`src/rtl/instr_pair_supply_pkg.sv`:
```
// Shared constants, tracker stage type and pop-count helper for the
// instruction pair supply block.
package instr_pair_supply_pkg;

    localparam int WORD             = 32;
    localparam int QUADWORD         = 128;
    localparam int PAIR_BITS        = QUADWORD / 2;
    localparam int LS_SIZE          = 262144;
    localparam int LS_PAIR_AW       = $clog2(LS_SIZE / 8);
    localparam int INSTR_FIFO_DEPTH = 16;
    localparam int INSTR_LS_LAT     = 3;

    typedef struct packed {
        logic live;
        logic drop_first;
    } track_stage_t;

    // Words handed to decode this cycle, never more than are buffered.
    function automatic logic [1:0] pop_words(input logic stall1,
                                             input logic stall2,
                                             input logic have1,
                                             input logic have2);
        if (stall1) return 2'd0;
        if (stall2) return {1'b0, have1};
        return have2 ? 2'd2 : {1'b0, have1};
    endfunction

endpackage

```
`src/rtl/instr_pair_supply_if.sv`:
```
// Local-store read bus plus decode-side instruction/redirect signals.
interface instr_pair_supply_if
    import instr_pair_supply_pkg::*;
#(
    parameter int AW = LS_PAIR_AW
) ();

    logic                 ls_rd_en;
    logic [AW-1:0]        ls_rd_addr;
    logic [PAIR_BITS-1:0] ls_rd_data;
    logic [WORD-1:0]      instr1;
    logic [WORD-1:0]      instr2;
    logic                 instr1_valid;
    logic                 instr2_valid;
    logic                 dep_stall_instr1;
    logic                 dep_stall_instr2;
    logic                 branch_taken;
    logic [WORD-1:0]      branch_target;
    logic [WORD-1:0]      PC;

    modport master (
        output ls_rd_en, ls_rd_addr, instr1, instr2, instr1_valid, instr2_valid, PC,
        input  ls_rd_data, dep_stall_instr1, dep_stall_instr2, branch_taken, branch_target
    );

    modport slave (
        input  ls_rd_en, ls_rd_addr, instr1, instr2, instr1_valid, instr2_valid, PC,
        output ls_rd_data, dep_stall_instr1, dep_stall_instr2, branch_taken, branch_target
    );

endinterface

```
`src/rtl/instr_word_fifo.sv`:
```
// Circular word FIFO: 0/1/2-word push and pop per cycle, synchronous flush,
// head and head+1 read straight from the storage array.
module instr_word_fifo
    import instr_pair_supply_pkg::*;
#(
    parameter int DEPTH = INSTR_FIFO_DEPTH,
    parameter int W     = WORD
) (
    input  logic                   clk,
    input  logic                   reset,
    input  logic                   flush,
    input  logic [1:0]             push_n,
    input  logic [W-1:0]           push_data0,
    input  logic [W-1:0]           push_data1,
    input  logic [1:0]             pop_n,
    output logic [$clog2(DEPTH):0] count,
    output logic [W-1:0]           head_data,
    output logic [W-1:0]           next_data
);

    localparam int PW = $clog2(DEPTH);
    localparam int CW = PW + 1;

    logic [W-1:0]  mem [DEPTH];
    logic [PW-1:0] rd_ptr;
    logic [PW-1:0] wr_ptr;

    always_ff @(posedge clk) begin
        if (push_n != 2'd0 && !flush) mem[wr_ptr] <= push_data0;
        if (push_n == 2'd2 && !flush) mem[wr_ptr + PW'(1)] <= push_data1;
    end

    // Pointers wrap for free because DEPTH is a power of two.
    always_ff @(posedge clk) begin
        if (!reset || flush) begin
            rd_ptr <= '0;
            wr_ptr <= '0;
            count  <= '0;
        end else begin
            rd_ptr <= rd_ptr + PW'(pop_n);
            wr_ptr <= wr_ptr + PW'(push_n);
            count  <= count + CW'(push_n) - CW'(pop_n);
        end
    end

    assign head_data = mem[rd_ptr];
    assign next_data = mem[rd_ptr + PW'(1)];

endmodule

```
`src/rtl/instr_pair_supply.sv`:
```
// Instruction prefetch: fixed-latency pair reads from local store into a word
// FIFO, presenting the two oldest words to decode, with branch redirect.
module instr_pair_supply #(
    parameter int FIFO_DEPTH = instr_pair_supply_pkg::INSTR_FIFO_DEPTH,
    parameter int LS_LAT     = instr_pair_supply_pkg::INSTR_LS_LAT,
    parameter int LS_PAIR_AW = instr_pair_supply_pkg::LS_PAIR_AW
) (
    input logic                 clk,
    input logic                 reset,
    instr_pair_supply_if.master bus
);

    import instr_pair_supply_pkg::*;

    localparam int CW = $clog2(FIFO_DEPTH) + 1;

    track_stage_t          track [LS_LAT];
    logic [LS_PAIR_AW-1:0] fetch_ptr;
    logic                  pending_drop;
    logic [WORD-1:0]       pc_q;
    logic [CW-1:0]         count;
    logic [WORD-1:0]       head_data;
    logic [WORD-1:0]       next_data;
    logic [WORD-1:0]       push_data0;
    logic [1:0]            push_n;
    logic [1:0]            pop_n;
    logic                  have1;
    logic                  have2;
    logic                  issue;
    int                    used;

    assign have1 = (count != '0);
    assign have2 = (count > CW'(1));

    // Every live read is reserved as two words, so the exiting stage is already covered.
    always_comb begin
        used = int'(count);
        for (int k = 0; k < LS_LAT; k++) begin
            if (track[k].live) used = used + 2;
        end
        issue = reset && !bus.branch_taken && ((FIFO_DEPTH - used) >= 2);
    end

    always_comb begin
        pop_n = 2'd0;
        if (reset && !bus.branch_taken) begin
            pop_n = pop_words(bus.dep_stall_instr1, bus.dep_stall_instr2, have1, have2);
        end
    end

    // A drop_first pair contributes only its higher-addressed word.
    always_comb begin
        push_n     = 2'd0;
        push_data0 = bus.ls_rd_data[PAIR_BITS-1:WORD];
        if (track[LS_LAT-1].live && !bus.branch_taken && reset) begin
            push_n = track[LS_LAT-1].drop_first ? 2'd1 : 2'd2;
        end
        if (track[LS_LAT-1].drop_first) push_data0 = bus.ls_rd_data[WORD-1:0];
    end

    always_ff @(posedge clk) begin
        if (!reset) begin
            fetch_ptr    <= '0;
            pending_drop <= 1'b0;
            pc_q         <= '0;
            for (int k = 0; k < LS_LAT; k++) track[k] <= '0;
        end else if (bus.branch_taken) begin
            fetch_ptr    <= bus.branch_target[LS_PAIR_AW+2:3];
            pending_drop <= bus.branch_target[2];
            pc_q         <= bus.branch_target & ~WORD'(3);
            for (int k = 0; k < LS_LAT; k++) track[k] <= '0;
        end else begin
            track[0] <= {issue, issue && pending_drop};
            for (int k = 1; k < LS_LAT; k++) track[k] <= track[k-1];
            if (issue) begin
                fetch_ptr    <= fetch_ptr + LS_PAIR_AW'(1);
                pending_drop <= 1'b0;
            end
            pc_q <= pc_q + (WORD'(pop_n) << 2);
        end
    end

    instr_word_fifo #(
        .DEPTH (FIFO_DEPTH),
        .W     (WORD)
    ) u_fifo (
        .clk        (clk),
        .reset      (reset),
        .flush      (bus.branch_taken),
        .push_n     (push_n),
        .push_data0 (push_data0),
        .push_data1 (bus.ls_rd_data[WORD-1:0]),
        .pop_n      (pop_n),
        .count      (count),
        .head_data  (head_data),
        .next_data  (next_data)
    );

    assign bus.ls_rd_en     = issue;
    assign bus.ls_rd_addr   = fetch_ptr;
    assign bus.instr1_valid = have1;
    assign bus.instr2_valid = have2;
    assign bus.instr1       = have1 ? head_data : '0;
    assign bus.instr2       = have2 ? next_data : '0;
    assign bus.PC           = pc_q;

endmodule

```
`src/flat_wrapper.sv`:
```
// flat-port wrapper written by rule: the top's interface ports become plain ports
module instr_pair_supply_flat import instr_pair_supply_pkg::*;
#(
    parameter int FIFO_DEPTH = instr_pair_supply_pkg::INSTR_FIFO_DEPTH,
    parameter int LS_LAT     = instr_pair_supply_pkg::INSTR_LS_LAT,
    parameter int LS_PAIR_AW = instr_pair_supply_pkg::LS_PAIR_AW
)
  (clk, reset, bus_ls_rd_en, bus_ls_rd_addr, bus_instr1, bus_instr2, bus_instr1_valid, bus_instr2_valid, bus_PC, bus_ls_rd_data, bus_dep_stall_instr1, bus_dep_stall_instr2, bus_branch_taken, bus_branch_target);
  instr_pair_supply_if #(.AW((15))) bus_i ();
  input logic clk;
  input logic reset;
  output wire logic [$bits(bus_i.ls_rd_en)-1:0] bus_ls_rd_en;
  output wire logic [$bits(bus_i.ls_rd_addr)-1:0] bus_ls_rd_addr;
  output wire logic [$bits(bus_i.instr1)-1:0] bus_instr1;
  output wire logic [$bits(bus_i.instr2)-1:0] bus_instr2;
  output wire logic [$bits(bus_i.instr1_valid)-1:0] bus_instr1_valid;
  output wire logic [$bits(bus_i.instr2_valid)-1:0] bus_instr2_valid;
  output wire logic [$bits(bus_i.PC)-1:0] bus_PC;
  input wire logic [$bits(bus_i.ls_rd_data)-1:0] bus_ls_rd_data;
  input wire logic [$bits(bus_i.dep_stall_instr1)-1:0] bus_dep_stall_instr1;
  input wire logic [$bits(bus_i.dep_stall_instr2)-1:0] bus_dep_stall_instr2;
  input wire logic [$bits(bus_i.branch_taken)-1:0] bus_branch_taken;
  input wire logic [$bits(bus_i.branch_target)-1:0] bus_branch_target;
  assign bus_ls_rd_en = bus_i.ls_rd_en;
  assign bus_ls_rd_addr = bus_i.ls_rd_addr;
  assign bus_instr1 = bus_i.instr1;
  assign bus_instr2 = bus_i.instr2;
  assign bus_instr1_valid = bus_i.instr1_valid;
  assign bus_instr2_valid = bus_i.instr2_valid;
  assign bus_PC = bus_i.PC;
  assign bus_i.ls_rd_data = bus_ls_rd_data;
  assign bus_i.dep_stall_instr1 = bus_dep_stall_instr1;
  assign bus_i.dep_stall_instr2 = bus_dep_stall_instr2;
  assign bus_i.branch_taken = bus_branch_taken;
  assign bus_i.branch_target = bus_branch_target;
  instr_pair_supply #(.FIFO_DEPTH(FIFO_DEPTH), .LS_LAT(LS_LAT), .LS_PAIR_AW(LS_PAIR_AW)) u_core (.clk(clk), .reset(reset), .bus(bus_i));
endmodule
```
`config.mk`:
```
export PLATFORM = sky130hd
export DESIGN_NAME = instr_pair_supply_flat
export DESIGN_NICKNAME = d
export VERILOG_FILES = /design/src/rtl/instr_pair_supply_pkg.sv /design/src/rtl/instr_pair_supply_if.sv /design/src/rtl/instr_word_fifo.sv /design/src/rtl/instr_pair_supply.sv /design/src/flat_wrapper.sv
export SDC_FILE = /design/constraint.sdc
export NUM_CORES = 1
export LEC_CHECK = 0
export CORE_ASPECT_RATIO = 0.6
export CORE_MARGIN = 4
export CORE_UTILIZATION = 30
export CTS_BUF_LIST = sky130_fd_sc_hd__clkbuf_4
export DETAILED_ROUTE_END_ITERATION = 6
export PLACE_DENSITY = 0.49
export SETUP_SLACK_MARGIN = 0.15
export SKIP_CTS_REPAIR_TIMING = 1
export SLEW_MARGIN = 30
export SYNTH_ARGS = -nofsm -noshare
export SYNTH_HDL_FRONTEND = slang
export SYNTH_SLANG_ARGS = --single-unit
```
`constraint.sdc`:
```
create_clock -name clk -period 8.15 [get_ports clk]
set_clock_uncertainty 0.15 [all_clocks]
set_input_delay 1.2225 -clock clk [delete_from_list [all_inputs] [get_ports clk]]
set_output_delay 1.2225 -clock clk [all_outputs]
set_load 0.05 [all_outputs]
```
==> flow_summary.toml <==
[power]
power_density_nw_per_um2 = 178.9
p_total_mw = 7.047
p_leak_nw = 12.89
ir_drop_v = 0.0001027

[logic_synthesis]
synth-main-ff-cell = "edfxtp_1"
synth-async-reset-ratio_pct = 0
syn_area_per_cell_um2 = 11.69
yosysWarnings = 0
ys_seq_area_share_pct = 50.09
synth_cells = 2859
synth.distinct_cells = 66
ys_ff_latch = 577
synth_edf_count = 518
syn_area_um2 = 33410

[finish]
area_growth_pct = 17.89
finalNetCount = 3128
finalInstanceArea_um2 = 39390
drive_gt1_share_pct = 21.59
final_util_pct = 35.78
finalNonFillerCells = 4584

[setup_path]
worstPathArrival_ps = 5790
start_kind = "register"
crit_fanout = 21
reg2reg_slack_ps = 3070
cp-end-kind = "primary output"
critPathRequiredTime_ps = 6780
r2r-end = "u_core.bus.ls_rd_addr[13]"
timing.rr.start = "u_core.u_fifo.count[1]"
path_class = "reg2out"
reg2reg_depth = 18

[global_route]
grt_max_degree = 129
grt_pass1_vias = 23495
grt_pass1_wl_um = 168200
antenna_found_initial = 5
gr-total-overflow = 0
grtUsageTotal_pct = 19.71

[cts]
ctsHtreeMaxLevel = 4
path_clk_slew_ps = 60
cts.sinks = 577
cts_tree = "built"
clock-root-buffer = "clkbuf_4"
clk_latency_ps = 1030
clock_path_buffers = 3
cts_made_buffers = 149

[sta]
setup_viol = 0
min_period_ps = 7161
setup_ws_ps = 989.5
rsz0062_at_grt = "false"
fin_crit_sh_pct = 87.86
finalHoldViolCount = 0
tightest_slew_ps = 998.1
timing.fmax_ghz = 0.1397
tns_ps = 0
relSlewSlack_pct = 33.46
slew_viol_final = 0
fin_hold_ws_ps = 369.4

[die]
boundaryPins = 215
row_count = 94
die_h_um = 266.5
die_area_um2 = 116900
core-area_um2 = 110100
start_util_pct = 30.35
die_x_um = 438.8

[routing]
viasPerCell = 5.459
vias = 25024
firstDrtPassIters = 5
drc = 0
drt-total-wl_um = 117300
drt-initial-drc-count = 3067
final_antenna_net_count = 0
wl_per_cell_um = 25.59

[job]
cap_violations = 0

[placement]
place_congestion = 0.7553
port_buffers = 210
dp_cells = 4330
post_dp_cell_area_um2 = 37360
dp_slack_ps = 1659
dpl.hpwl_um = 68240

[worst_hold_path]
whs_endpoint = "u_core.bus.ls_rd_addr[12]"
min_path_cells = 2
hold_path.class = "reg2reg"
holdCritStartpoint = "u_core.bus.ls_rd_addr[12]"

[status]
outcome = "finished clean"
## synthesized netlist by cell type, types with 5 or more instances
library cell	count	area, µm²
ha_1	25	312.8
a21oi_1	538	2693
o211a_1	5	50.05
mux4_2	288	6486
edfxtp_1	518	15550
a31oi_1	14	87.58
or3_1	9	56.30
nor3_1	10	50.05
fa_1	5	100.1
and3_1	13	81.33
buf_1	70	262.8
nand4_1	8	50.05
nand3_1	27	135.1
nand2b_1	6	37.54
dfxtp_1	59	1181
nor2_1	542	2034
o21ai_0	46	230.2
a211oi_1	65	488.0
mux2i_1	65	650.6
or2_2	7	43.79
nand2_1	59	221.5
a21o_1	5	37.54
inv_1	31	116.4
clkbuf_1	245	919.6
nor2b_1	68	425.4
and2_1	25	156.4
xor2_1	21	183.9
xnor2_1	17	148.9
## logic make-up (layout without fill, tap and decap cells)
family,Yosys count,in the layout,synth area share [%]
adders and majority gates,30,30,1.236
and+or+nand+nor,793,793,10.31
muxes,355,355,21.47
xor gates and xnor gates,40,40,1.161
other,2,15,0.02248
DFF,577,577,50.09
buffers and inverters,356,580,4.093
AOI/OAI and AO/OA,706,706,11.61
## flip-flops by register name, summed over array words and instances, names as in the netlist
name                   flops
u_core.u_fifo.count        5
u_core.pending_drop        1
u_core.u_fifo.wr_ptr       4
u_core.bus.PC             30
u_core.u_fifo.rd_ptr       4
u_core.track               6
u_core.u_fifo.mem        512
u_core.bus.ls_rd_addr     15
## cell type report
type | count | area, µm²
Sequential cell | 577 | 16750
Timing Repair Buffer | 303 | 3047
Antenna cell | 6 | 15.01
Fill cell | 10843 | 70700
Clock buffer | 208 | 1562
Tap cell | 1488 | 1862
Multi-Input combinational cell | 1933 | 15750
Inverter | 33 | 125.1
Clock inverter | 36 | 275.3
## worst max-delay path, cell delays in order, from the launching register on
cell	delay (ps)
dfxtp_1	590
inv_1	180
ha_1	360
mux2i_4	240
inv_2	100
ha_1	360
mux2_4	190
ha_1	170
nand2_1	100
nor2_1	230
a31oi_1	120
o221a_1	260
o32ai_2	360
inv_1	90
ha_1	280
nor2_1	40
nand2_1	90
a311oi_2	50
buf_4	210
nor3_1	270
dlymetal6s2s_1	480
## per-layer routing
metal	vias to the layer above	GRT usage (%)	part of all wire, %
met5	-	0	0
met3	181	3.675	8.9
li1	11108	-	-
met2	1222	28.02	43
met1	12513	30.27	46
met4	0	5.854	2.2
## worst max path at each step
stage	from	endpoint	slack (ps)	cells after the start
2_1_floorplan	u_core.u_fifo.count[1]	bus_ls_rd_en	2150	17
3_3_place_gp	u_core.u_fifo.count[1]	bus_ls_rd_en	1660	17
3_5_place_dp	u_core.u_fifo.count[1]	bus_ls_rd_en	1660	17
4_1_cts	u_core.u_fifo.count[1]	bus_ls_rd_en	470	17
5_1_grt	u_core.u_fifo.count[1]	bus_ls_rd_en	480	17
6_report	u_core.u_fifo.count[1]	bus_ls_rd_en	990	20
## cell usage in the layout, fill, tap and decap left out, types with 6 or more instances in the layout
cell	count
nor2_1	542
a21oi_1	538
edfxtp_1	518
mux4_2	288
clkdlybuf4s50_1	209
clkbuf_4	208
buf_4	72
nor2b_1	68
a211oi_1	64
mux2i_1	62
dfxtp_1	55
nand2_1	43
inv_1	31
o21ai_0	30
nand3_1	27
and2_1	25
ha_1	24
clkinv_1	24
xor2_1	19
xnor2_1	17
o21ai_4	16
a31oi_1	14
nand2_4	14
and3_1	13
nor3_1	9
or3_1	9
conb_1	9
buf_6	9
nand4_1	8
buf_16	8
or2_2	7
diode_2	6
nand2b_1	6
## report_power, final
part           total (mW)  switching [mW]  leakage [nW]  internal [mW]
logic                1.13           0.737          6.63          0.390
clock network        2.62            1.30          1.09           1.33
registers            3.30          0.0332          5.16           3.26
total                7.05            2.07          12.9           4.98
No activity file was read; power rests on OpenSTA's default activity.
